<file path="src/rtl/rf_safe_shutdown.sv">
// RF safe-shutdown controller: derates the carrier on watchdog warning, ramps it to zero on
// trigger and holds RF off until rearm. Define SHUTDOWN_AUTO_REARM_EN to leave SAFE without rearm.
module rf_safe_shutdown #(
  parameter int AMP_W       = 16,
  parameter int RAMP_STEP   = 256,
  parameter int HOLD_CYCLES = 1000
) (
  input  logic             clk,
  input  logic             rst,
  input  logic             wdt_warning,
  input  logic             wdt_triggered,
  input  logic             rearm,
  input  logic [AMP_W-1:0] amp_in,
  output logic [AMP_W-1:0] amp_out,
  output logic             rf_enable,
  output logic [1:0]       state_o,
  output logic             shutdown_active,
  output logic [7:0]       fault_count
);

  localparam int CNT_W = (HOLD_CYCLES > 1) ? $clog2(HOLD_CYCLES) : 1;
  localparam logic [AMP_W-1:0] STEP      = AMP_W'(RAMP_STEP);
  localparam logic [CNT_W-1:0] HOLD_LAST = CNT_W'(HOLD_CYCLES - 1);

  typedef enum logic [1:0] {
    ST_RUN    = 2'd0,
    ST_DERATE = 2'd1,
    ST_RAMP   = 2'd2,
    ST_SAFE   = 2'd3
  } state_t;

  state_t           state_q;
  logic [AMP_W-1:0] amp_q;
  logic             rf_enable_q;
  logic [CNT_W-1:0] hold_cnt_q;
  logic             hold_done_q;
  logic [7:0]       fault_count_q;

  logic [AMP_W-1:0] amp_ramp_d;
  logic [CNT_W-1:0] hold_cnt_d;
  logic             rearm_ok_d;

  // Saturating ramp decrement and saturating hold counter
  always_comb begin
    amp_ramp_d = (amp_q > STEP) ? (amp_q - STEP) : '0;
    hold_cnt_d = (hold_cnt_q == HOLD_LAST) ? hold_cnt_q : (hold_cnt_q + CNT_W'(1));
  end

`ifdef SHUTDOWN_AUTO_REARM_EN
  assign rearm_ok_d = hold_done_q && !wdt_triggered;
`else
  assign rearm_ok_d = rearm && hold_done_q && !wdt_triggered;
`endif

  always_ff @(posedge clk or posedge rst) begin
    if (rst) begin
      state_q       <= ST_SAFE;
      amp_q         <= '0;
      rf_enable_q   <= 1'b0;
      hold_cnt_q    <= '0;
      hold_done_q   <= 1'b0;
      fault_count_q <= '0;
    end else begin
      case (state_q)
        ST_RUN, ST_DERATE: begin
          amp_q       <= (state_q == ST_RUN) ? amp_in : (amp_in >> 1);
          rf_enable_q <= 1'b1;
          if (wdt_triggered) begin
            state_q <= ST_RAMP;
            if (fault_count_q != 8'hFF) fault_count_q <= fault_count_q + 8'd1;
          end else if (wdt_warning) begin
            state_q <= ST_DERATE;
          end else begin
            state_q <= ST_RUN;
          end
        end
        // Ramp cannot be aborted; RF drops on the same edge amplitude reaches zero
        ST_RAMP: begin
          amp_q <= amp_ramp_d;
          if (amp_ramp_d == '0) begin
            state_q     <= ST_SAFE;
            rf_enable_q <= 1'b0;
          end
        end
        ST_SAFE: begin
          amp_q <= '0;
          if (rearm_ok_d) begin
            state_q     <= ST_RUN;
            rf_enable_q <= 1'b1;
            hold_cnt_q  <= '0;
            hold_done_q <= 1'b0;
          end else begin
            rf_enable_q <= 1'b0;
            hold_cnt_q  <= hold_cnt_d;
            hold_done_q <= (hold_cnt_d == HOLD_LAST);
          end
        end
        default: state_q <= ST_SAFE;
      endcase
    end
  end

  assign amp_out         = amp_q;
  assign rf_enable       = rf_enable_q;
  assign state_o         = state_q;
  assign shutdown_active = (state_q == ST_RAMP) || (state_q == ST_SAFE);
  assign fault_count     = fault_count_q;

endmodule

</file>
<file path="config.mk">
export PLATFORM = sky130hd
export DESIGN_NAME = rf_safe_shutdown
export DESIGN_NICKNAME = d
export VERILOG_FILES = /design/src/rtl/rf_safe_shutdown.sv
export SDC_FILE = /design/constraint.sdc
export NUM_CORES = 1
export LEC_CHECK = 0
export ABC_CLOCK_PERIOD_IN_PS = 3900
export CAP_MARGIN = 10
export CORE_MARGIN = 2
export CORE_UTILIZATION = 30
export CTS_CLUSTER_DIAMETER = 100
export CTS_CLUSTER_SIZE = 24
export DETAILED_ROUTE_END_ITERATION = 10
export DONT_BUFFER_PORTS = 1
export GPL_TIMING_DRIVEN = 0
export PLACE_DENSITY = 0.48
export SLEW_MARGIN = 20
export SYNTH_ARGS = -nofsm -noshare
export SYNTH_HDL_FRONTEND = slang
export SYNTH_SLANG_ARGS = --single-unit
</file>
<file path="constraint.sdc">
create_clock -name clk -period 3.9 [get_ports clk]
set_input_delay 0.39 -clock clk [delete_from_list [all_inputs] [get_ports clk]]
set_output_delay 0.39 -clock clk [all_outputs]
set_load 0.005 [all_outputs]
</file>
# [Word level (Yosys, flattened, before mapping)]
# Cells that the tools add are included.
[word_totals] inputBits=21 ff_bits=38 word_cells=41
[op_classes] reduce_logical=9 n_eq_ne=8 order_cmp=1 addsub=3 n_mux=14
[op_table] op="one-hot mux 16 bit (3 select lines)" count=1
[op_table] op="2-to-1 mux 16 bit" count=2
[op_table] op="equality test 10 bit, second input constant" count=2
[op_table] op="2-to-1 mux 10 bit" count=2
[op_table] op="> comparator 16 x 9 -> 1 bit, second input constant" count=1
[op_table] op="logical NOT 16 bit" count=1
[op_table] op="subtractor 16 x 9 -> 16 bit, second input constant" count=1
[op_table] op="adder 10 x 1 -> 10 bit, second input constant" count=1
[op_table] op="adder 8 x 1 -> 8 bit, second input constant" count=1
[op_table] op="!= test 8 bit, second input constant" count=1
[op_table] op="2-to-1 mux 2 bit" count=3
[op_table] op="one-hot mux 2 bit (3 select lines)" count=1
[op_table] op="equality test 2 bit, second input constant" count=2
[op_table] op="2-to-1 mux 1 bit" count=4
[op_table] op="!= test 2 bit, second input constant" count=2
[op_table] op="one-hot mux 1 bit (3 select lines)" count=1
[op_table] op="AND reduction 3 bit" count=1
[op_table] op="equality test 2 x 1 -> 1 bit, second input constant" count=1
[op_table] op="logical AND 1 bit" count=2
[op_table] op="logical NOT 2 bit" count=1
[op_table] op="AND reduction 2 bit" count=1
[op_table] op="OR reduction 2 bit" count=1
[op_table] op="logical NOT 1 bit" count=1
[op_table] op="logical OR 1 bit" count=1

# [Logic depth before layout (Yosys ltp)]
# Gate-level depths: netlist (run 1).
[logic_depth] word_depth=5 depth_mapped=7 depth_no_buf=7

# [Worst setup path after synthesis (run 1)]
# OpenSTA, ideal clock, no wires.
[synth_path] path_kind="register -> register" start="register fault_count_q[2], in the netlist fault_count[2]" end="register fault_count_q[1], in the netlist fault_count[1]" slack_ps=2204 arrival_time_ps=1571 setup_ps=125 path_buffers=0 path_stages_with_launch=5 cell_sequence="dfrtp_1 > and3_4 > and3_4 > a311oi_4 > mux2_2"
[synth_between] elab_chain_cells=2
[synth_rtl] item="start, declared" line_no="37" source="logic [7:0] fault_count_q;"
[synth_rtl] item="start signal, assigned" line_no="70" source="if (fault_count_q != 8'hFF) fault_count_q <= fault_count_q + 8'd1;"
[synth_rtl] item="!= test 8 bit" line_no="70"
[synth_rtl] item="AND reduction 3 bit (no line)"
# No other way between the ends.
# A chain may end at the register's enable or synchronous reset.

# [Worst setup path in the final report (run 1)]
[layout_path] start="register hold_cnt_q[0]" end="register hold_done_q"
[layout_between] elab_chain_cells=4
[layout_rtl] item="start, declared" line_no="35" source="logic [CNT_W-1:0] hold_cnt_q;"
[layout_rtl] item="start signal, assigned" line_no="94" source="hold_cnt_q <= hold_cnt_d;"
[layout_rtl] item="adder 10 x 1 -> 10 bit or equality test 10 bit (tied branches)" line_no="46" source="hold_cnt_d = (hold_cnt_q == HOLD_LAST) ? hold_cnt_q : (hold_cnt_q + CNT_W'(1));"
[layout_rtl] item="2-to-1 mux 10 bit *" line_no="46"
[layout_rtl] item="equality test 10 bit *" line_no="95" source="hold_done_q <= (hold_cnt_d == HOLD_LAST);"
[layout_rtl] item="2-to-1 mux 1 bit *" line_no="87" source="if (rearm_ok_d) begin"
[layout_rtl] item="end signal, assigned" line_no="95"
[layout_rtl] item="end, declared" line_no="36" source="logic hold_done_q;"
# Mark *: on every way between the ends. The rest lies on a longest branch, timed or not.

==> out/summary.txt, run 1 <==
Setup Total Neg Slack -> 0 ns
Router iterations before antenna repair -> 4
Async S/R FF share, synth -> 100%
# Post-CTS Setup Buffers -> 0
Sequential fraction of the synthesis area -> 43.2%
Xor and xnor area share after synthesis -> 5.16%
Top Usage Layer GRT -> met2
Dominant cell by count in the synthesized netlist -> dfrtp_1
M1 GR Usage -> 18.7%
WHS -> 0.222 ns
Wire length per cell -> 16.2 um
Met3 usage -> 3.10%
Lkg Pwr -> 0.00112 uW
Row cnt -> 31
Vias after detailed routing -> 1818
Worst Path Required -> 4.07 ns
Layout area overhead -> 10.6%
Mapped Cells -> 236
Die X -> 89.8 um
Starting density of the core -> 30.7%
Crit share post-route -> 52.1%
Sw Pwr -> 354 uW
Port Buf Inserts -> 0
CTS Buf Count -> 5
Synth top area share -> 40.8%
DP HPWL -> 4020 um
Initial antenna violation count -> 0
Core area -> 7180 sq um
Simple-Gate Fraction of Synth Area -> 20.3%
Critical path capture point type -> register
Seq cells post-synth -> 38
Crit path cell chain -> ha_1 > clkbuf_2 > nand2_1 > nor2_1 > o21ai_0 > o2bb2ai_1 > o41ai_2
H-tree Lvls -> 2
Max Fanout on Critical Path -> 8
PwrDens -> 414 nW/um^2
Gate power share -> 24.1%
Total GRT Usage -> 13.8%
Mapped Avg Cell Area -> 9.35 sq um
DR iter-0 viols -> 100
Maximum clock rate -> 492 MHz
Mapped Nets -> 261
Global route total overflow -> 0
Layout fillers -> 752
Worst vdd ir -> 0.172 mV
Worst Hold Class -> in -> reg
Critical Path Start Type -> register
# nets final -> 270
Yosys Warn Count -> 0
Vias in the first global route -> 1748
Post-Syn Area -> 2210 sq um
Mux cell area share after synthesis -> 7.88%
Largest family of logic cells by synthesized area -> simple AND/OR/NAND/NOR gates
Final setup viols -> 0
Final critical path time including I/O delays and setup -> 2.03 ns
Ys flop type -> dfrtp_1
P_int -> 657 uW
EDFF count, synth -> 0
Post-DRT Antenna Nets -> 0
Arrival time at the worst endpoint -> 2.21 ns
TritonCTS clock tree -> yes
Area leader, netlist -> dfrtp_1
RSZ-0062 raised after global routing -> false
Top post-synthesis cells by count -> dfrtp_1, nand2_1, o21ai_0
Maximum root-to-sink buffer count -> 2
Max_cap viols -> 0
Clock Latency Late Sink -> 0.29 ns
Yosys cell types -> 43
Ant diodes -> 0
Root buffer cell -> clkbuf_8
Compound-Gate Fraction of Synth Area -> 17.2%
Slew HR -> 51.1%
Setup CP Type -> reg -> reg
Slowest cell on the critical path -> dfrtp_1
Area share of fa/ha/maj cells after synthesis -> 2.27%
Slew Limit Fails -> 0
# DRC -> 0
Sw frac -> 35.0%
GP Congestion -> 0.741
Final hold vios -> 0
Clk network pwr share -> 26.4%
Global-route wire length before repair -> 9120 um
IO Count -> 49
Top post-synthesis cells by area -> dfrtp_1, mux2i_1, nand2_1
Clock sink count -> 38
Die Y -> 89.8 um
Largest net degree at the start of global routing -> 25
Slew @ Worst Pin -> 0.734 ns
Share of cells above drive strength 1 -> 10.6%
Clock-pin slew on the worst setup and hold paths -> 0.08 ns
Total wire length -> 5560 um
Crit-path max cell delay -> 0.45 ns
Status -> completed
Vias per cell -> 5.28
Reg power frac -> 49.5%
Die Footprint -> 8060 sq um
Clock skew -> 0.00812 ns
GR Util met2 -> 21.9%
layer usage:
metal / vias to the layer above / routed length (um)
met4: 0 / 105
li1: 878 / -
met1: 885 / 2600
met5: - / 0
met2: 48 / 2570
met3: 7 / 284
logic make-up after synthesis:
family                     count (synthesis)
AOI/OAI and AO/OA                         57
xor gates and xnor gates                  13
adders and majority gates                  4
buffers and inverters                     21
DFF                                       38
muxes                                     17
and+or+nand+nor                           86
power groups by stage:
| stage | Sequential, uW | Clock [uW] | Combinational (uW) |
|---|---|---|---|
| floorplan | 491 | 0 | 197 |
| global placement | 508 | 0 | 237 |
| detailed placement | 508 | 0 | 242 |
| CTS | 501 | 277 | 244 |
| global route | 510 | 291 | 281 |
| finish | 500 | 267 | 243 |
worst paths after layout:
check	slack (ns)	depth (start not counted)	start	endpoint
min reg2reg	0.53	1	fault_count[4]	fault_count[4]
min in group asynchronous	0.52	2	rst	fault_count[4]
max in group asynchronous	2.87	3	rst	state_o[1]
min	0.22	2	wdt_warning	state_o[0]
max reg2reg	1.87	7	hold_cnt_q[0]	hold_done_q
max	1.87	7	hold_cnt_q[0]	hold_done_q
area by class of cell:
| class | instances | area (sq um) | area share (%) |
|---|---|---|---|
| sequential | 38 | 953 | 39.1 |
| multi-input combinational | 177 | 1170 | 47.8 |
| timing repair buffer | 2 | 30.0 | 1.23 |
| buffer | 13 | 56.3 | 2.31 |
| tap | 99 | 124 | 5.08 |
| clock inverter | 1 | 7.51 | 0.308 |
| inverter | 8 | 30.0 | 1.23 |
| clock buffer | 6 | 72.6 | 2.97 |
metrics by stage:
| step | cells | cell area, sq um | utilization (%) | setup slack, ns | total power [uW] |
|---|---|---|---|---|---|
| final | 344 | 2440 | 34.0 | 1.87 | 1010 |
| after global routing | 344 | 2440 | 34.0 | 1.69 | 1080 |
| after CTS | 344 | 2440 | 34.0 | 1.90 | 1020 |
| after detailed placement | 336 | 2350 | 32.7 | 1.92 | 751 |
| after global placement | 335 | 2330 | 32.5 | 1.90 | 746 |
| after floorplan | 236 | 2210 | - | 2.20 | 688 |
cell usage in the layout, fill, tap and decap left out, types with 7 or more instances in the layout:
| master | count |
|---|---|
| xnor2_1 | 11 |
| inv_1 | 7 |
| nand4_1 | 9 |
| clkbuf_1 | 7 |
| nor2_1 | 11 |
| o21ai_0 | 16 |
| nand2_1 | 35 |
| mux2i_1 | 14 |
| nand3_1 | 9 |
| o22ai_1 | 13 |
| dfrtp_1 | 36 |
| a21oi_1 | 9 |
registers in the layout, indices dropped and copies added (netlist names):
name	flops
rf_enable	1
fault_count	8
state_o	2
hold_cnt_q	10
amp_out	16
hold_done_q	1
critical path, delay by kind of cell (launching register included):
family                   cells  cell delay (ns)
AO/OA/AOI/OAI                3             0.68
flip-flops                   1             0.45
AND/OR/NAND/NOR              2             0.41
buffers and inverters        1             0.20
adder cells (fa/ha/maj)      1             0.18
repair_timing:
action,in CTS,in global routing
endpoints found under the hold margin,14,0
hold buffers,1,0
gates resized for setup,0,0
Note: power is estimated with default switching activity, not from simulation.
==> run 2: changes to the inputs <==
- ABC_CLOCK_PERIOD_IN_PS: 3900 -> 1800
- PLACE_DENSITY: 0.48 -> 0.49
- clock period: 3.9 -> 1.8 ns (I/O delays scaled with it)
==> run 2 against run 1 <==
- the flow now finishes with violations (hold timing)
- worst setup slack worse by 1.8 ns
- routed wire length grew 0.56%
- clock power increased by 130%
- largest power group unchanged
- maximum frequency increased by 17%
==> out/summary.txt, run 2 (synthesis gave the netlist of run 1 again) <==
Status -> complete, but fails checks
Failing checks -> hold timing
Vias in the first global route -> 1810 (+3.5%)
Total GRT Usage -> 14.2% (+0.40 points)
Sw Pwr -> 793 uW (+120%)
Min-delay src -> wdt_warning
Maximum clock rate -> 576 MHz (+17%)
Max Fanout on Critical Path -> 8 (unchanged)
Initial antenna violation count -> 0 (unchanged)
Arrival time at the worst endpoint -> 1.91 ns (-0.30 ns)
Worst Hold Depth -> 2 (unchanged)
DR iter-0 viols -> 135 (+35%)
Post-DRT Antenna Nets -> 0 (unchanged)
Final hold vios -> 1 (+1)
Setup Total Neg Slack -> 0 ns (unchanged)
R2R depth -> 5 (-2)
Global route total overflow -> 0 (unchanged)
Final critical path time including I/O delays and setup -> 1.73 ns (-0.297 ns)
Hold endpoint -> state_o[0]
Die Y -> 89.8 um (unchanged)
FF-to-FF End -> fault_count[1]
WHS -> -0.00885 ns (-0.231 ns)
DP HPWL -> 3940 um (-1.9%)
Leading cell type in the layout, fill and taps excluded -> nand2_1
Worst Path Required -> 1.97 ns (-2.10 ns)
# DRC -> 0 (unchanged)
Critical R2R Launch -> fault_count[2]
Port Buf Inserts -> 0 (unchanged)
Total wire length -> 5590 um (+0.56%)
Row cnt -> 31 (unchanged)
Area after DPL -> 2350 sq um (unchanged)
Non-Filler Instances -> 351 (+2.0%)
GP Congestion -> 0.820 (+11%)
Placed cells -> 336 (unchanged)
Lkg Pwr -> 0.00118 uW (+5.7%)
Slew @ Worst Pin -> 0.541 ns (-0.193 ns)
Tot Pwr -> 2310 uW (+130%)
Core area -> 7180 sq um (unchanged)
CTS Buf Count -> 5 (unchanged)
Max reg flops -> 16 (unchanged)
Slew HR -> 63.9% (+13 points)
Vias after detailed routing -> 1797 (-1.2%)
Max_cap viols -> 0 (unchanged)
Worst Hold Class -> in -> reg
Util after Layout -> 35.8% (+1.8 points)
Clock skew -> 0.00886 ns (+0.000737 ns)
Crit share post-route -> 96.4% (+44 points)
Critical path capture point type -> register
Worst vdd ir -> 0.435 mV (+150%)
PwrDens -> 898 nW/um^2 (+120%)
Global-route wire length before repair -> 9560 um (+4.8%)
Clock sink count -> 38 (unchanged)
Commonest non-fill, non-tap cells in the layout -> nand2_1, dfrtp_1, o21ai_0, mux2i_1, o22ai_1
IO Count -> 49 (unchanged)
Root buffer cell -> clkbuf_8
Setup slack, reg-to-reg -> 0.07 ns (-1.80 ns)
Die X -> 89.8 um (unchanged)
Critical Path Start Type -> register
Reg power frac -> 47.4% (-2.1 points)
Share of cells above drive strength 1 -> 19.8% (+9.2 points)
Clk network pwr share -> 26.7% (+0.3 points)
Gate power share -> 25.9% (+1.8 points)
Starting density of the core -> 30.7% (unchanged)
Router iterations before antenna repair -> 4 (unchanged)
Maximum root-to-sink buffer count -> 2 (unchanged)
H-tree Lvls -> 2 (unchanged)
Clock Latency Late Sink -> 0.29 ns (about the same)
Layout fillers -> 760 (+1.1%)
Ant diodes -> 0 (unchanged)
Clock-pin slew on the worst setup and hold paths -> 0.07 ns (about the same)
Layout area overhead -> 16.6%
TritonCTS clock tree -> yes
Final setup viols -> 0 (unchanged)
Slew Limit Fails -> 0 (unchanged)
Die Footprint -> 8060 sq um (unchanged)
Wire length per cell -> 15.9 um (-1.4%)
Vias per cell -> 5.12 (-3.1%)
Setup CP Type -> reg -> reg
Largest net degree at the start of global routing -> 25 (unchanged)
# nets final -> 276 (+2.2%)
Final instance area -> 2570 sq um (+5.4%)
Sw frac -> 34.3% (-0.66 points)
P_int -> 1520 uW (+130%)
## run 2: metrics by stage
step | setup WS, ns | hold WS [ns]
global placement | -0.185 | 0.348
CTS | 0.00840 | 0.00531
floorplan | 0.104 | 0.286
detailed placement | -0.194 | 0.0552
finish | 0.0653 | -0.00885
global route | -0.0585 | 0.00164
## run 2: worst max path at each step
| stage | startpoint | endpoint | slack [ns] |
|---|---|---|---|
| floorplan | fault_count[2] | fault_count[1] | 0.10 |
| global placement | amp_out[0] | amp_out[13] | -0.19 |
| detailed placement | amp_out[4] | amp_out[13] | -0.19 |
| CTS | hold_cnt_q[0] | hold_done_q | 0.008 |
| global route | state_o[1] | hold_cnt_q[3] | -0.06 |
| finish | fault_count[2] | fault_count[1] | 0.07 |
## run 2: layer usage
layer | GRT usage (%) | wire (um)
met5 | 0 | 0
met4 | 4.87 | 87
met3 | 2.60 | 280
met2 | 21.8 | 2590
met1 | 20.2 | 2630
## run 2: power groups by stage
stage | combinational [uW] | sequential (uW) | clock (uW)
floorplan | 427 | 1060 | 0
global placement | 513 | 1100 | 0
detailed placement | 517 | 1100 | 0
CTS | 565 | 1080 | 641
global route | 679 | 1120 | 676
finish | 598 | 1090 | 616
## run 2: final cells by class
cell class	instances	area, sq um	area share, %
flip-flops and latches	38	957	37.2
plain buffers	12	58.8	2.29
well taps	99	124	4.82
clock inverters	1	5.00	0.195
inverters	8	30.0	1.17
repair buffers	9	82.6	3.21
clock buffers	7	86.3	3.36
multi-input cells	177	1230	47.7
## run 2: timing repair
item / 4_1_cts / 5_1_grt
endpoints found under the setup margin: 14 / 21
pin swaps: 4 / 2
hold buffers: 1 / 0
endpoints found under the hold margin: 14 / 0
buffers inserted: 5 / 2
resized for setup: 10 / 15
## run 2: critical path: stages (launching register included)
cell and delay [ns]:
dfrtp_1 0.45, and3_4 0.23, and3_4 0.19, a311oi_4 0.23, buf_4 0.20, mux2_2 0.33
==> run 3: changes to the inputs <==
- ABC_AREA: not set -> 1
- CORE_UTILIZATION: 30 -> 40
- GPL_ROUTABILITY_DRIVEN: not set -> 0
- PLACE_DENSITY: 0.49 -> 0.6
==> run 3 against run 2 <==
- the flow now finishes without violations
- worst setup slack gained 0.044 ns
- non-clock buffer count fell by 8
- clock skew is 0.0022 ns lower
- final cell count rose by 5.1%
- clock-buffer cell count down 1
- critical path depth grew 6
- critical endpoint is now hold_done_q
==> out/summary.txt, run 3 <==
Setup Total Neg Slack -> 0 ns (unchanged)
# DRC -> 0 (unchanged)
Wire length per cell -> 13.7 um (-14%)
Mapped Cells -> 282 (+19%)
WHS -> 0.0108 ns (+0.0196 ns)
Yosys cell types -> 28 (-35%)
Commonest non-fill, non-tap cells in the layout -> nand2_1, dfrtp_1, nand3_1
Max_cap viols -> 0 (unchanged)
Clock-pin slew on the worst setup and hold paths -> 0.08 ns (about the same)
Compound-Gate Fraction of Synth Area -> 6.44% (-11 points)
Layout fillers -> 528 (-31%)
Ys flop type -> dfrtp_1
Maximum clock rate -> 592 MHz (+2.6%)
Clock Latency Late Sink -> 0.29 ns (about the same)
Synth top area share -> 42.1% (+1.3 points)
Final worst slack -> 0.110 ns (+0.0443 ns)
Post-DRT Antenna Nets -> 0 (unchanged)
Critical R2R Launch -> hold_cnt_q[0]
Root buffer cell -> clkbuf_8
Worst Hold Class -> in -> reg
Xor and xnor area share after synthesis -> 6.14% (+0.98 points)
CTS Buf Count -> 5 (unchanged)
Total GRT Usage -> 17.7% (+3.5 points)
Status -> completed
Starting density of the core -> 41.6% (+11 points)
Final critical path time including I/O delays and setup -> 1.69 ns (-0.0443 ns)
Clock skew -> 0.00666 ns (-0.00220 ns)
Slew Limit Fails -> 0 (unchanged)
Critical Path Start Type -> register
Row cnt -> 26 (-16%)
Critical path capture point type -> register
# nets final -> 323 (+17%)
Setup CP Type -> reg -> reg
Clock sink count -> 38 (unchanged)
Mapped Nets -> 307 (+18%)
Vias after detailed routing -> 1850 (+2.9%)
Largest net degree at the start of global routing -> 29 (+16%)
Router iterations before antenna repair -> 4 (unchanged)
Arrival time at the worst endpoint -> 1.93 ns (+0.02 ns)
Die Footprint -> 5950 sq um (-26%)
Die Y -> 77.1 um (-14%)
Setup slack, reg-to-reg -> 0.11 ns (+0.04 ns)
Vias per cell -> 5.01 (-2.1%)
Dpl ws -> -0.123 ns (+0.0717 ns)
Simple-Gate Fraction of Synth Area -> 34.3% (+14 points)
Min-delay src -> amp_in[15]
Worst vdd ir -> 0.557 mV (+28%)
Global route total overflow -> 0 (unchanged)
Top post-synthesis cells by area -> dfrtp_1, nand2_1, nand3_1
Ant diodes -> 0 (unchanged)
H-tree Lvls -> 2 (unchanged)
DR iter-0 viols -> 130 (-3.7%)
PwrDens -> 1060 nW/um^2 (+18%)
IO Count -> 49 (unchanged)
Yosys Warn Count -> 0 (unchanged)
Seq cells post-synth -> 38 (unchanged)
Share of cells above drive strength 1 -> 17.1% (-2.8 points)
Post-Syn Area -> 2140 sq um (-3.1%)
Die X -> 77.1 um (-14%)
Vias in the first global route -> 1819 (+0.50%)
Layout area overhead -> 17.2%
Global-route wire length before repair -> 8460 um (-11%)
TritonCTS clock tree -> yes
Crit share post-route -> 93.9% (-2.5 points)
Leading cell type in the layout, fill and taps excluded -> nand2_1
Core area -> 5140 sq um (-28%)
CP Launch Point -> hold_cnt_q[0]
RSZ-0062 raised after global routing -> true
Top post-synthesis cells by count -> nand2_1, dfrtp_1, nand3_1
Initial antenna violation count -> 0 (unchanged)
Mux cell area share after synthesis -> 0% (-7.9 points)
Dominant cell by count in the synthesized netlist -> nand2_1
DP HPWL -> 3710 um (-6.0%)
Area leader, netlist -> dfrtp_1
Final setup viols -> 0 (unchanged)
Area share of fa/ha/maj cells after synthesis -> 2.34% (+0.072 points)
Max Fanout on Critical Path -> 5 (-3)
Max reg flops -> 16 (unchanged)
Lkg Pwr -> 0.00121 uW (+2.4%)
Largest family of logic cells by synthesized area -> simple AND/OR/NAND/NOR gates
Final hold vios -> 0 (-1)
Worst Path Required -> 2.04 ns (+0.07 ns)
Mapped Avg Cell Area -> 7.58 sq um (-19%)
Port Buf Inserts -> 0 (unchanged)
EDFF count, synth -> 0 (unchanged)
Slew HR -> 66.8% (+2.9 points)
Async S/R FF share, synth -> 100% (unchanged)
Maximum root-to-sink buffer count -> 2 (unchanged)
Slew @ Worst Pin -> 0.498 ns (-0.0434 ns)
Sequential fraction of the synthesis area -> 44.6% (+1.4 points)
Total wire length -> 5060 um (-9.5%)
## run 3: cell types whose count changed after synthesis, moves of 4 or more
cell / before / now
o22ai_1: 13 / 4
inv_1: 8 / 27
xnor2_1: 11 / 5
nand3_1: 9 / 30
nor2_1: 11 / 29
buf_2: 5 / 0
nor4_1: 4 / 0
mux2i_1: 14 / 0
o21ai_0: 16 / 6
nand4_1: 9 / 4
a21oi_1: 9 / 3
a31oi_1: 4 / 0
xor2_1: 2 / 10
nand2_1: 35 / 91
## run 3: per-stage QoR
step / util (%) / cells / area [sq um] / total power (uW)
floorplan: - / 282 / 2140 / 1710
CTS: 46.0 / 362 / 2360 / 2520
global placement: 43.3 / 352 / 2230 / 1860
finish: 48.8 / 369 / 2510 / 2660
global route: 48.8 / 369 / 2510 / 2870
detailed placement: 43.7 / 353 / 2250 / 1890
## run 3: area by class of cell
cell class              instances  area (sq um)  area share, %
plain buffers                   4          23.8          0.949
clock buffers                   6          82.6           3.30
clock inverters                 2          12.5          0.499
inverters                      29           111           4.44
multi-input cells             211          1150           45.8
flip-flops and latches         38           957           38.2
well taps                      70          87.6           3.49
repair buffers                  9          82.6           3.30
## run 3: worst max-delay path: stages (launching register included)
cell and delay, ns:
dfrtp_1 0.42, ha_4 0.17, nand2_1 0.09, nor3_4 0.25, nand3_4 0.14, nand2_2 0.10
nand2_2 0.06, nor2_2 0.10, nand2_1 0.06, nor2_1 0.10, nand3b_1 0.08, nand2_1 0.07
## run 3: logic make-up (layout without fill, tap and decap cells)
family	count (synthesis)	in the layout
adder cells (fa/ha/maj)	4	4
XOR/XNOR	15	15
AND/OR/NAND/NOR	170	170
buffers and inverters	33	50
AO/OA/AOI/OAI	22	22
flip-flops	38	38
## run 3: per-layer routing
| layer | wire [um] | global-route usage [%] | up-vias |
|---|---|---|---|
| met5 | 0 | 0 | - |
| met4 | 36 | 3.93 | 0 |
| met3 | 327 | 6.59 | 5 |
| met2 | 2460 | 30.0 | 51 |
| met1 | 2230 | 21.6 | 856 |
| li1 | - | - | 938 |
## run 3: where the power goes
group	switching [uW]	leakage [uW]	internal [uW]
sequential	183	0.000499	1000
clock	312	0.0000472	308
combinational	507	0.000667	348
total	1000	0.00121	1660
## run 3: final timing paths
check | to | depth (start not counted)
min in group asynchronous | hold_done_q | 2
setup reg to reg | hold_done_q | 11
hold reg to reg | hold_done_q | 2
max in group asynchronous | state_o[0] | 3
hold / removal | amp_out[15] | 2
setup / recovery | hold_done_q | 11
## run 3: what timing repair did
item,in CTS,in global routing
endpoints found under the hold margin,36,0
endpoints found under the setup margin,2,9
pin swaps,0,12
hold buffers,1,0
buffers inserted,0,7
gates resized for setup,3,26
